<file path="src/rtl/hd44780_rx.sv">
`timescale 1ns/1ps
// hd44780_rx: receive side of an HD44780-style parallel bus. Samples the
// asynchronous E/RS/DB lines, assembles bytes in 8-bit or 4-bit mode, models
// the busy flag and tracks the DDRAM address, entry direction and display-on.
//
// Ports:
//   clk         sole clock, all state on rising edge
//   rst         asynchronous active-low reset
//   e           enable strobe (async); a byte/nibble is taken on its falling edge
//   rs          register select, 0 = instruction, 1 = data (async)
//   db[3:0]     data bus DB7..DB4 (async)
//   byte_valid  one-cycle pulse when a byte completes
//   byte_data   last completed byte (held between completions)
//   byte_rs     rs of last completed byte
//   busy        modelled busy flag
//   ddram_addr  DDRAM address counter
//   mode4       1 = 4-bit interface active
//   disp_on     display-on bit from last display-control instruction
//   overrun     sticky: a strobe arrived while busy
module hd44780_rx #(
  parameter int unsigned BUSY_CYCLES  = 10,
  parameter int unsigned CLEAR_CYCLES = 400
) (
  input  logic       clk,
  input  logic       rst,
  input  logic       e,
  input  logic       rs,
  input  logic [3:0] db,
  output logic       byte_valid,
  output logic [7:0] byte_data,
  output logic       byte_rs,
  output logic       busy,
  output logic [6:0] ddram_addr,
  output logic       mode4,
  output logic       disp_on,
  output logic       overrun
);

  localparam int unsigned MAX_CYC = (CLEAR_CYCLES > BUSY_CYCLES) ? CLEAR_CYCLES : BUSY_CYCLES;
  localparam int unsigned CNT_W   = $clog2(MAX_CYC + 1);

  typedef enum logic [1:0] {ST_8BIT, ST_4HI, ST_4LO} state_t;

  state_t state, state_nxt;

  logic             e_q1, e_q2, e_q3;
  logic             rs_q1, rs_q2;
  logic [3:0]       db_q1, db_q2;
  logic [3:0]       hi_nib;
  logic             hi_rs;
  logic             inc;
  logic [CNT_W-1:0] cnt;

  logic             strobe_c;
  logic             accept_c;
  logic             done_c;
  logic             hi_load_c;
  logic [7:0]       cdata_c;
  logic             crs_c;
  logic             is_clear_c;
  logic             is_home_c;

  // Two-flop synchronizers; e_q3 is the previous synchronized E for edge detect
  always_ff @(posedge clk or negedge rst) begin
    if (!rst) begin
      e_q1  <= 1'b0;
      e_q2  <= 1'b0;
      e_q3  <= 1'b0;
      rs_q1 <= 1'b0;
      rs_q2 <= 1'b0;
      db_q1 <= 4'h0;
      db_q2 <= 4'h0;
    end else begin
      e_q1  <= e;
      e_q2  <= e_q1;
      e_q3  <= e_q2;
      rs_q1 <= rs;
      rs_q2 <= rs_q1;
      db_q1 <= db;
      db_q2 <= db_q1;
    end
  end

  assign strobe_c = e_q3 & ~e_q2;
  // Strobes seen while busy are dropped entirely, nibbles included
  assign accept_c = strobe_c & ~busy;

  // State register; mode4 follows the state being entered
  always_ff @(posedge clk or negedge rst) begin
    if (!rst) begin
      state <= ST_8BIT;
      mode4 <= 1'b0;
    end else begin
      state <= state_nxt;
      mode4 <= (state_nxt != ST_8BIT);
    end
  end

  // Next-state and byte assembly
  always_comb begin
    state_nxt = state;
    done_c    = 1'b0;
    hi_load_c = 1'b0;
    cdata_c   = {db_q2, 4'h0};
    crs_c     = rs_q2;
    if (accept_c) begin
      case (state)
        ST_8BIT: begin
          done_c = 1'b1;
          if (!rs_q2 && db_q2 == 4'b0010) state_nxt = ST_4HI;
        end
        ST_4HI: begin
          hi_load_c = 1'b1;
          state_nxt = ST_4LO;
        end
        ST_4LO: begin
          done_c    = 1'b1;
          cdata_c   = {hi_nib, db_q2};
          crs_c     = hi_rs;
          state_nxt = (!hi_rs && hi_nib == 4'b0011) ? ST_8BIT : ST_4HI;
        end
        default: state_nxt = ST_8BIT;
      endcase
    end
  end

  assign is_clear_c = !crs_c && (cdata_c == 8'h01);
  assign is_home_c  = !crs_c && (cdata_c[7:1] == 7'b0000001);

  // Byte output, pending high nibble and sticky overrun
  always_ff @(posedge clk or negedge rst) begin
    if (!rst) begin
      byte_valid <= 1'b0;
      byte_data  <= 8'h00;
      byte_rs    <= 1'b0;
      hi_nib     <= 4'h0;
      hi_rs      <= 1'b0;
      overrun    <= 1'b0;
    end else begin
      byte_valid <= done_c;
      if (done_c) begin
        byte_data <= cdata_c;
        byte_rs   <= crs_c;
      end
      if (hi_load_c) begin
        hi_nib <= db_q2;
        hi_rs  <= rs_q2;
      end
      if (strobe_c && busy) overrun <= 1'b1;
    end
  end

  // Busy counter loads alongside byte_valid; busy mirrors counter != 0
  always_ff @(posedge clk or negedge rst) begin
    if (!rst) begin
      cnt  <= '0;
      busy <= 1'b0;
    end else if (done_c) begin
      cnt  <= (is_clear_c || is_home_c) ? CNT_W'(CLEAR_CYCLES) : CNT_W'(BUSY_CYCLES);
      busy <= 1'b1;
    end else if (cnt != '0) begin
      cnt  <= cnt - CNT_W'(1);
      busy <= (cnt != CNT_W'(1));
    end
  end

  // Instruction decode and data-write address stepping
  always_ff @(posedge clk or negedge rst) begin
    if (!rst) begin
      ddram_addr <= 7'h00;
      inc        <= 1'b1;
      disp_on    <= 1'b0;
    end else if (done_c) begin
      if (!crs_c) begin
        if (cdata_c[7]) begin
          ddram_addr <= cdata_c[6:0];
        end else if (is_clear_c) begin
          ddram_addr <= 7'h00;
          inc        <= 1'b1;
        end else if (is_home_c) begin
          ddram_addr <= 7'h00;
        end else if (cdata_c[7:2] == 6'b000001) begin
          inc <= cdata_c[1];
        end else if (cdata_c[7:3] == 5'b00001) begin
          disp_on <= cdata_c[2];
        end
      end else begin
        ddram_addr <= inc ? (ddram_addr + 7'd1) : (ddram_addr - 7'd1);
      end
    end
  end

endmodule

</file>
<file path="config.mk">
export PLATFORM = sky130hd
export DESIGN_NAME = hd44780_rx
export DESIGN_NICKNAME = d
export VERILOG_FILES = /design/src/rtl/hd44780_rx.sv
export SDC_FILE = /design/constraint.sdc
export NUM_CORES = 1
export LEC_CHECK = 0
export ABC_AREA = 1
export CAP_MARGIN = 15
export CORE_MARGIN = 10
export CORE_UTILIZATION = 50
export CTS_CLUSTER_DIAMETER = 30
export CTS_CLUSTER_SIZE = 14
export DETAILED_ROUTE_END_ITERATION = 8
export PLACE_DENSITY = 0.72
export SLEW_MARGIN = 0
export SYNTH_ARGS = -nofsm -noshare
export SYNTH_HDL_FRONTEND = slang
export SYNTH_SLANG_ARGS = --single-unit
export TNS_END_PERCENT = 5
</file>
<file path="constraint.sdc">
create_clock -name clk -period 2 [get_ports clk]
set_clock_uncertainty 0.1 [all_clocks]
set_input_delay 0.3 -clock clk [delete_from_list [all_inputs] [get_ports clk]]
set_output_delay 0.3 -clock clk [all_outputs]
set_load 0.005 [all_outputs]
</file>
Yosys cells after proc, flatten, opt, wreduce, memory -nomap -nowiden
Cells that the tools add are included.
{"block": "word_totals", "wordCells": 86, "in_bits": 8, "ff_bits": 51, "out_inout_bits": 21}
{"block": "classes", "mux": 25, "reduce_logical": 19, "n_addsub": 3, "eq_ne": 10, "bitwise_logic": 9}
{"cell": "$mux W7", "count": 5}
{"cell": "$mux W9", "count": 3}
{"cell": "$mux W8", "count": 2}
{"cell": "$mux W1", "count": 12}
{"cell": "$ne A9 B1 Y1 const B", "count": 1}
{"cell": "$reduce_bool A9 Y1", "count": 1}
{"cell": "$sub A9 B1 Y9 const B", "count": 1}
{"cell": "$eq A4 B2 Y1 const B", "count": 2}
{"cell": "$eq A8 B1 Y1 const B", "count": 1}
{"cell": "$add A7 B1 Y7 const B", "count": 1}
{"cell": "$eq A7 B1 Y1 const B", "count": 1}
{"cell": "$not A1 Y1", "count": 7}
{"cell": "$reduce_and A7 Y1", "count": 1}
{"cell": "$sub A7 B1 Y7 const B", "count": 1}
{"cell": "$eq A6 B1 Y1 const B", "count": 1}
{"cell": "$pmux W2 S3", "count": 1}
{"cell": "$reduce_bool A2 Y1", "count": 3}
{"cell": "$eq A5 B1 Y1 const B", "count": 1}
{"cell": "$logic_and A1 B1 Y1", "count": 5}
{"cell": "$reduce_and A5 Y1", "count": 1}
{"cell": "$mux W2", "count": 2}
{"cell": "$reduce_bool A4 Y1", "count": 1}
{"cell": "$logic_not A1 Y1", "count": 3}
{"cell": "$and A1 B1 Y1", "count": 2}
{"cell": "7 further kinds", "count": 7}

Depth between registers and ports, before layout
{"block": "logic_depth", "word_depth": 10, "ltp_mapped": 13, "mapped_depth_nobuf": 13}

Worst setup path after synthesis
OpenSTA, ideal clock, no wires.
{"block": "synth_path", "kind": "flip-flop to flip-flop", "start": "register inc", "end": "register ddram_addr[6]", "t_arrival_ns": 1.602, "path_stages_with_launch": 11, "synth_period_minus_slack_ns": 1.819, "setup_ns": 0.117, "setup_slack_ns": 0.181, "n_path_buf": 0, "required_ns": 1.783, "path_cell_list": "dfstp_2 -> inv_1 -> ha_1 -> inv_1 -> o21bai_1 -> nand2_1 -> nand3_1 -> xor2_1 -> o21ai_0 -> nand2_1 -> nand2_1"}
{"block": "synth_via", "elab_chain_len": 2}
{"item": "start: declaration", "line": "51", "rtl": "logic inc;"}
{"item": "start signal: assignment", "line": "183", "rtl": "inc <= cdata_c[1];"}
{"item": "$mux W7", "line": "188", "rtl": "ddram_addr <= inc ? (ddram_addr + 7'd1) : (ddram_addr - 7'd1);"}
{"item": "$mux W7", "line": "174", "rtl": "if (!crs_c) begin"}
{"item": "end signal: assignment", "line": "176", "rtl": "ddram_addr <= cdata_c[6:0];"}
{"item": "end signal: assignment", "line": "188"}
{"item": "end: declaration", "line": "33", "rtl": "output logic [6:0] ddram_addr,"}
Every way passes these cells.
A chain may end at the register's enable or synchronous reset.

Worst setup path in the final report
{"block": "layout_path", "start": "register inc", "end": "register ddram_addr[3]"}
The elaborated chain is that of the path after synthesis.

==> out/qor.csv <==
stage,metric,value,unit
final_layout,final_nets,366,
pwr,p_per_area,1020,nW/µm²
grt,grt_max_degree,40,
route,drc_errors,0,
worst_setup_path,cp-start-kind,flop,
final_layout,fillers,435,
grt,grt_usage,0.142,
route,ant_nets,0,
synthesis,synthCells,297,
worst_setup_path,path_class,reg -> reg,
synthesis,synth.cells.most_frequent,"nand2_1, dfrtp_1, inv_1, nor2_1, nand3_1",
floorplan,start_util,0.529,
final_layout,antenna_cells,0,
route,drt_iter0_markers,125,
sta,period_share,1.05,
worst_setup_path,crit_path_cell_trace,"clkinvlp_4, ha_4, nand2_2, nand2_2, a31oi_2, xor2_1, nand2_1, o21ai_2, nand2_1, nand2_1",
synthesis,synth_area_leader_cell,dfrtp_1,
sta,slew_viol_final,0,
synthesis,syn_nets,313,
cts,clk_latency,0.30,ns
final_layout,multi_input_area,1240,µm²
synthesis,ys_types,32,
placement,gp_congestion,0.883,
cts,cts_made_buffers,5,
cts,cts_max_level,2,
floorplan,dieArea,8350,µm²
synthesis,synth_most_common_cell,nand2_1,
synthesis,synth_edf_count,0,
synthesis,synthFlopType,dfrtp_1,
sta,grt_setup_unrepaired,true,
synthesis,yosys_warnings,0,
run_status,violations,setup timing,
pwr,finalPower,3.34,mW
route,wl_per_cell,14.0,µm
cts,cts-root-buf,clkbuf_8,
synthesis,synth_async_sr_flop_share,1.00,
placement,dpl_cell_area,3040,µm²
worst_setup_path,slowest_delay,0.58,ns
floorplan,ios,29,
sta,hold_viol,0,
worst_setup_path,crit_buf_inv,1,
route,vias,2161,
sta,hold_ws,0.253,ns
sta,setup_viol_count_final,5,
worst_setup_path,crit_family,flip-flops,
run_status,status,"complete, but fails checks",
synthesis,ys_seq_area_frac,0.501,
floorplan,die_w,91.4,µm
grt,grt-ovfl-total,0,
sta,min_period,2.10,ns
placement,io_buffers,28,
hold_path,hp-class,reg -> reg,
grt,grt_pass1_wl,9940,µm
run,max_cap_viol_count,0,
floorplan,core_region_area,4820,µm²
synthesis,yosysTopAreaCellShare,0.491,
floorplan,rows,25,
synthesis,ys_seq_elements,51,
worst_setup_path,required,2.14,ns
worst_setup_path,crit_path_max_fanout,6,
final_layout,area_delta_synth_final,28.8,%
floorplan,fp.dieH,91.4,µm
grt,grt_antenna_before_repair,0,
final_layout,drive_gt1_frac,0.182,
grt,grt_pass1_vias,2106,
cts,cts_tree,built,
pwr,p_leak,1.60,nW
cts,clk_pin_slew_worst_paths,0.09,ns
sta,setup_slack,-0.0958,ns
worst_setup_path,crit_arrival,2.23,ns
pwr,ir_drop,0.514,mV
final_layout,ff_latch_area,1280,µm²
worst_setup_path,cp_slowest_cell,dfstp_2,
worst_setup_path,critPathCaptureType,flop,
worst_setup_path,cp_common_cell,nand2_1,
synthesis,netlist_area,2550,µm²
route,viasPerCell,5.17,
final_layout,stdcell_area,3280,µm²
placement,place_hpwl,4360,µm
cts,cts.path.max_buffers,2,
synthesis,ys_top_cells_by_area,"dfrtp_1, nand2_1, inv_1",
sta,slew_headroom,0.691,
sta,tightest_slew,0.458,ns
route,wl,5840,µm
synthesis,syn_area_per_cell,8.58,µm²
sta,fmax,477,MHz
cts,cts_sinks,51,
route,drt_pass1_iterations,4,
placed cells by master (no fill, tap or decap), drive strengths merged, types with 2 or more instances in the layout:
| master | n |
|---|---|
| a21oi | 7 |
| a31oi | 4 |
| buf | 22 |
| clkbuf | 6 |
| clkdlybuf4s50 | 27 |
| dfrtp | 50 |
| ha | 7 |
| inv | 33 |
| nand2 | 77 |
| nand3 | 24 |
| nand4 | 13 |
| nor2 | 32 |
| nor3 | 2 |
| o21ai | 24 |
| o21bai | 2 |
| o22ai | 3 |
| or2 | 2 |
| xnor2 | 2 |
| xor2 | 6 |
logic make-up after synthesis:
family / count (synthesis) / synth area share
AOI/OAI and AO/OA: 42 / 0.0948
DFF: 51 / 0.501
and+or+nand+nor: 151 / 0.278
buffers and inverters: 37 / 0.0560
xor gates and xnor gates: 8 / 0.0275
adders and majority gates: 8 / 0.0422
final timing paths:
| path | start | slack (ns) | end | cells past startpoint |
|---|---|---|---|---|
| min | db_q1[3] | 0.25 | db_q2[3] | 0 |
| min in group asynchronous | rst | 0.34 | cnt[4] | 2 |
| min reg2reg | db_q1[3] | 0.25 | db_q2[3] | 0 |
| max reg2reg | inc | -0.1 | ddram_addr[3] | 10 |
| max | inc | -0.1 | ddram_addr[3] | 10 |
| max in group asynchronous | rst | 0.95 | db_q2[3] | 3 |
metal layers:
metal / up-vias / part of all wire / GRT usage
met5: - / 0 / 0
met4: 0 / 0.013 / 0.0405
met3: 7 / 0.052 / 0.0362
met2: 53 / 0.48 / 0.227
met1: 1013 / 0.46 / 0.183
li1: 1088 / - / -
metrics by stage:
step	setup TNS [ns]	setup WS [ns]	std cells	util
after floorplan	0	0.181	297	-
after global placement	-0.0671	-0.0318	406	0.630
after detailed placement	-0.0848	-0.0511	406	0.630
after CTS	-0.0233	-0.0121	415	0.656
after global routing	-1.20	-0.189	418	0.681
final	-0.312	-0.0958	418	0.681
worst register-to-register path, stage by stage (launching register included):
cell and delay [ns]:
dfstp_2 0.58, clkinvlp_4 0.24, ha_4 0.34, nand2_2 0.07, nand2_2 0.05, a31oi_2 0.18
xor2_1 0.19, nand2_1 0.09, o21ai_2 0.06, nand2_1 0.07, nand2_1 0.07
final cells by class:
cell class,count,share of cell area
Clock buffer,6,0.0252
Sequential cell,51,0.389
Tap cell,67,0.0256
Inverter,33,0.0389
Multi-Input combinational cell,209,0.377
Timing Repair Buffer,50,0.140
Clock inverter,2,0.00420
registers in the layout, indices dropped and copies added, names as in the netlist:
name	cells
overrun	1
byte_valid	1
disp_on	1
rs_q2	1
cnt	9
e_q1	1
mode4	1
ddram_addr	7
db_q2	4
byte_data	8
byte_rs	1
inc	1
e_q2	1
busy	1
e_q3	1
state	2
db_q1	4
rs_q1	1
hi_nib	4
hi_rs	1
power breakdown:
part / total (mW) / internal (mW) / switching (mW) / leakage [nW]
Clock: 0.612 / 0.283 / 0.329 / 0.0516
Combinational: 1.33 / 0.688 / 0.639 / 0.909
Sequential: 1.40 / 1.23 / 0.172 / 0.640
Total: 3.34 / 2.20 / 1.14 / 1.60
repair_timing:
item	CTS	global route
setup endpoints to repair	4	15
endpoints found under the hold margin	11	0
pin swaps	0	6
buffers inserted	0	3
hold buffers	1	0
resized for setup	3	24
No activity file was read; power rests on OpenSTA's default activity.
==> RTL edit 1, RTL diff (same settings) <==
Change the parameter `CLEAR_CYCLES` from 400 to 800.
--- a/src/rtl/hd44780_rx.sv
+++ b/src/rtl/hd44780_rx.sv
@@ -19,7 +19,7 @@
 //   overrun     sticky: a strobe arrived while busy
 module hd44780_rx #(
   parameter int unsigned BUSY_CYCLES  = 10,
-  parameter int unsigned CLEAR_CYCLES = 400
+  parameter int unsigned CLEAR_CYCLES = 800
 ) (
   input  logic       clk,
   input  logic       rst,
Behaviour: same outputs for any inputs over 10 cycles, from zero or initial values and one cycle with rst low; that may be too few to reach the edited logic, so the function may still have changed.
==> RTL edit 1 against the unedited design <==
The run still ends with negative setup slack left; final area rose by 3.0%; total power fell by 8.6%; final cell count rose by 2.6%; non-clock buffer count fell by 3; wire length fell by 0.74%; worst setup slack improved by 0.041 ns; sequential cell count rose by 1; synthesized area rose by 2.9%; critical endpoint is now ddram_addr[5]; largest power group unchanged; highest routed layer unchanged.
==> RTL edit 1: results (changes against the unedited design) <==
stage;metric;value;unit;change
run_status;status;finished with violations;;
run_status;failed_checks;negative setup slack;;
setup_path;worstPathArrival;2.16;ns;-0.07 ns
synth;seq_area_frac_synth;49.7;%;-0.46 points
timing;timing.final.ws_setup;-0.0548;ns;+0.0410 ns
grt;grt_usage;13.8;%;-0.34 points
routing;wl_met1;2700;µm;+1.6%
power;ir_drop;0.593;mV;+15%
grt;met3_usage;4.36;%;+0.74 points
setup_path;crit_end;ddram_addr[5];;
finish;buf_share;13.2;%;-0.82 points
synth;synth_cell_types;31;;-3.1%
finish;reg_top3;cnt (10), byte_data (8), ddram_addr (7);;
placement;gp_congestion;0.946;;+7.1%
finish;inv_count;36;;+9.1%
finish;final_cells;429;;+2.6%
cts;cts.sinks;52;;+2.0%
routing;drt_iter0_drc;103;;-18%
power;power_leakage;1.59;nW;-0.48%
finish;seq_share;38.5;%;-0.40 points
setup_path;reg2reg_depth;11;;+1
finish;layout.nets;374;;+2.2%
grt;grt_pass1_wl;9890;µm;-0.49%
finish;comb.multi_input.count;216;;+3.3%
worst_hold_path;min_to;db_q2[0];;
finish;clock_area_share;3.59;%;+0.65 points
grt;grt_max_degree;53;;+33%
finish;multi_input_area_share;38.0;%;+0.30 points
timing;finalSetupViolCount;5;;unchanged
[RTL edit 1: repair_timing]
| item | 4_1_cts | 5_1_grt |
|---|---|---|
| setup endpoints to repair | 9 | 12 |
| hold buffers | 1 | 0 |
| pin swaps | 0 | 8 |
| setup buffers | 0 | 6 |
| gates resized for setup | 2 | 23 |
| endpoints found under the hold margin | 51 | 0 |
[RTL edit 1: kinds of logic after synthesis]
group,Yosys count,share of synthesized area [%]
buffers and inverters,39,5.87
xor gates and xnor gates,3,1.00
DFF,52,49.7
AOI/OAI and AO/OA,48,10.6
adders and majority gates,8,4.10
and+or+nand+nor,157,28.7
[RTL edit 1: critical path, delay by kind of cell, from the launching register on]
kind	cells	cell delay, ns
flip-flops	1	0.57
buffers and inverters	2	0.32
adder cells (fa/ha/maj)	1	0.39
AND/OR/NAND/NOR	5	0.38
AO/OA/AOI/OAI	3	0.21
[RTL edit 1: stage by stage]
stage / instance area, µm² / power, mW / setup TNS [ns] / utilization [%] / hold slack, ns
after floorplan: 2620 / 1.90 / 0 / - / -0.0956
after global placement: 3070 / 2.18 / -0.0287 / 60.1 / 0.209
after detailed placement: 3070 / 2.20 / -0.303 / 60.1 / 0.212
after CTS: 3220 / 2.97 / 0 / 63.1 / 0.256
after global routing: 3380 / 3.28 / -0.801 / 66.2 / 0.264
final: 3380 / 3.06 / -0.184 / 66.2 / 0.251
[RTL edit 1: report_power, final]
part	leakage (nW)	internal (mW)	total [mW]	switching, mW
Sequential	0.653	1.22	1.34	0.124
Clock	0.0614	0.409	0.757	0.348
Combinational	0.878	0.456	0.954	0.498
==> RTL edit 2, RTL diff (config.mk and constraints unchanged) <==
Without the edit above. Register the output `byte_data` once more, cleared by the reset; this adds one clock of latency there. The other outputs are not delayed to match.
--- a/src/rtl/hd44780_rx.sv
+++ b/src/rtl/hd44780_rx.sv
@@ -41,6 +41,8 @@
 
   typedef enum logic [1:0] {ST_8BIT, ST_4HI, ST_4LO} state_t;
 
+  logic [7:0] byte_data_s0;
+
   state_t state, state_nxt;
 
   logic             e_q1, e_q2, e_q3;
@@ -131,7 +133,7 @@
   always_ff @(posedge clk or negedge rst) begin
     if (!rst) begin
       byte_valid <= 1'b0;
-      byte_data  <= 8'h00;
+      byte_data_s0 <= 8'h00;
       byte_rs    <= 1'b0;
       hi_nib     <= 4'h0;
       hi_rs      <= 1'b0;
@@ -139,7 +141,7 @@
     end else begin
       byte_valid <= done_c;
       if (done_c) begin
-        byte_data <= cdata_c;
+        byte_data_s0 <= cdata_c;
         byte_rs   <= crs_c;
       end
       if (hi_load_c) begin
@@ -190,5 +192,13 @@
     end
   end
 
+  always_ff @(posedge clk or negedge rst) begin
+    if (!rst) begin
+      byte_data <= '0;
+    end else begin
+      byte_data <= byte_data_s0;
+    end
+  end
+
 endmodule
 
Formal check against the unedited RTL: not equivalent (Yosys sat finds a counterexample within 10 cycles, from zero or initial values and one cycle with rst low).
==> RTL edit 2 against the unedited design <==
Synthesized area grew 10%; final area grew 6.0%; wire length grew 0.96%; total power grew 16%; worst setup slack gained 0.063 ns; hold slack lost 0.0072 ns; sequential cell count grew 8; synthesized cell count grew 2.4%; global-route usage grew 0.31 points; the run still ends with negative setup slack left; fmax grew 3.1%.
==> RTL edit 2: results (changes against the unedited design) <==
stage;metric;value;unit;change
routing;drt_iter0_drc;99;;-21%
setup_path;cp_max_fo;6;;unchanged
synth;synth_area_per_cell;9.25;µm²;+7.9%
placement;placedInstanceArea;3210;µm²;+5.8%
synth;synth-xor-area-share;1.25;%;-1.5 points
placement;dpl_worst_slack;0.0175;ns;+0.0686 ns
synth;ys.flop_type;dfrtp_1;;
power;power_leakage;1.71;nW;+6.8%
synth;seq_area_frac_synth;52.5;%;+2.4 points
finish;drive_gt1_share;16.1;%;-2.1 points
grt;grt_pass1_wl;10100;µm;+1.7%
grt;grt.met2_usage;22.9;%;+0.19 points
grt;grt_max_degree;35;;-13%
setup_path;critical-path-top-delay-family;flip-flops;;
cts;clock_latency;0.34;ns;+0.04 ns
finish;layout.nets;364;;-0.55%
run_status;status;finished with violations;;
routing;postRouteAntennaNets;0;;unchanged
timing;finalSetupViolCount;3;;-2
power;seq-power;1.58;mW;+13%
routing;finalWirelength;5890;µm;+0.96%
worst_hold_path;min_path_type;flop to flop;;
setup_path;worstPathArrival;2.17;ns;-0.06 ns
synth;synth-adder-area-share;3.83;%;-0.40 points
power;pg_comb;1.10;mW;-17%
synth;yosysWarnings;0;;unchanged
placement;gp_congestion;0.931;;+5.4%
routing;drtPass1Iterations;4;;unchanged
timing;timing.final.ws_setup;-0.0330;ns;+0.0629 ns
synth;synthTopCellsByArea;dfrtp_1, nand2_1, inv_1, o21ai_0, nand4_1;;
synth;synth_fp_nets;320;;+2.2%
placement;port_buffers;28;;unchanged
timing;relSlewSlack;72.4;%;+3.3 points
routing;avgRoutedWirePerCell;13.9;µm;-0.70%
setup_path;cp_slowest_cell;dfstp_2;;
grt;grt_usage;14.5;%;+0.31 points
placement;place_inst;408;;+0.49%
finish;reg_top3;cnt (9), byte_data (8), byte_data_s0 (8);;
routing;vias_per_cell;5.20;;+0.63%
placement;dp_hpwl;4440;µm;+1.7%
grt;grt_pass1_vias;2181;;+3.6%
cts;cts_max_level;3;;+1
cts;clockBufferDepth;2;;unchanged
power;ir_drop;0.971;mV;+89%
synth;synth_common_cells;nand2_1, dfrtp_1, inv_1;;
run_status;failed_checks;negative setup slack;;
timing;setup_tns;-0.0609;ns;+0.252 ns
setup_path;max_stage_delay;0.55;ns;-0.03 ns
cts;numCtsBuffers;9;;+4
finish;diodes;0;;unchanged
grt;use_met1;17.2;%;-1.1 points
synth;synth_compound_area_share;9.96;%;+0.49 points
synth;muxShareOfSynthArea;0;%;unchanged
grt;antenna_found_initial;0;;unchanged
cts;path_clk_slew;0.06;ns;-0.03 ns
cts;post_cts_buffers;0;;unchanged
synth;synth_cell_types;38;;+19%
power;intPower;2.73;mW;+24%
grt;met3_usage;5.79;%;+2.2 points
power;swShare;29.8;%;-4.3 points
-- RTL edit 2: changes by cell type after synthesis, sizes merged, moves of 3 or more --
cell   before  now
a21oi       7   12
nand3      24   19
nor2       32   25
nand4      13   16
xor2        6    3
dfrtp      50   58
-- RTL edit 2: path summary, 6_finish.rpt --
| kind | start | end | slack [ns] | cells after the start |
|---|---|---|---|---|
| setup / recovery | inc | ddram_addr[3] | -0.03 | 9 |
| hold reg to reg | rs_q1 | rs_q2 | 0.25 | 0 |
| max in group asynchronous | rst | busy | 1.05 | 3 |
| setup reg to reg | inc | ddram_addr[3] | -0.03 | 9 |
| min in group asynchronous | rst | db_q2[3] | 0.40 | 3 |
| hold / removal | rs_q1 | rs_q2 | 0.25 | 0 |
-- RTL edit 2: area by class of cell --
| cell class | instances | area (µm²) |
|---|---|---|
| clock buffer | 11 | 151 |
| clock inverter | 5 | 75.1 |
| fill | 484 | 1990 |
| inverter | 35 | 131 |
| multi-input combinational | 205 | 1200 |
| sequential | 59 | 1480 |
| tap | 72 | 90.1 |
| timing repair buffer | 38 | 353 |
-- RTL edit 2: cell families (layout without fill, tap and decap cells) --
group                    after synthesis  in the layout
AND/OR/NAND/NOR                      144            144
XOR/XNOR                               4              4
AO/OA/AOI/OAI                         49             49
adder cells (fa/ha/maj)                8              8
flip-flops                            59             59
buffers and inverters                 40             89
-- RTL edit 2: routing by layer --
metal | share of wire, % | routed length, µm | up-vias
li1 | - | - | 1095
met1 | 43 | 2520 | 1056
met2 | 49 | 2880 | 56
met3 | 7.4 | 434 | 4
met4 | 0.93 | 55 | 0
met5 | 0 | 0 | -
-- RTL edit 2: timing repair --
item / CTS / global route
setup endpoints to repair: 0 / 9
endpoints found under the hold margin: 58 / 0
hold buffers: 1 / 0
resized for setup: 0 / 6
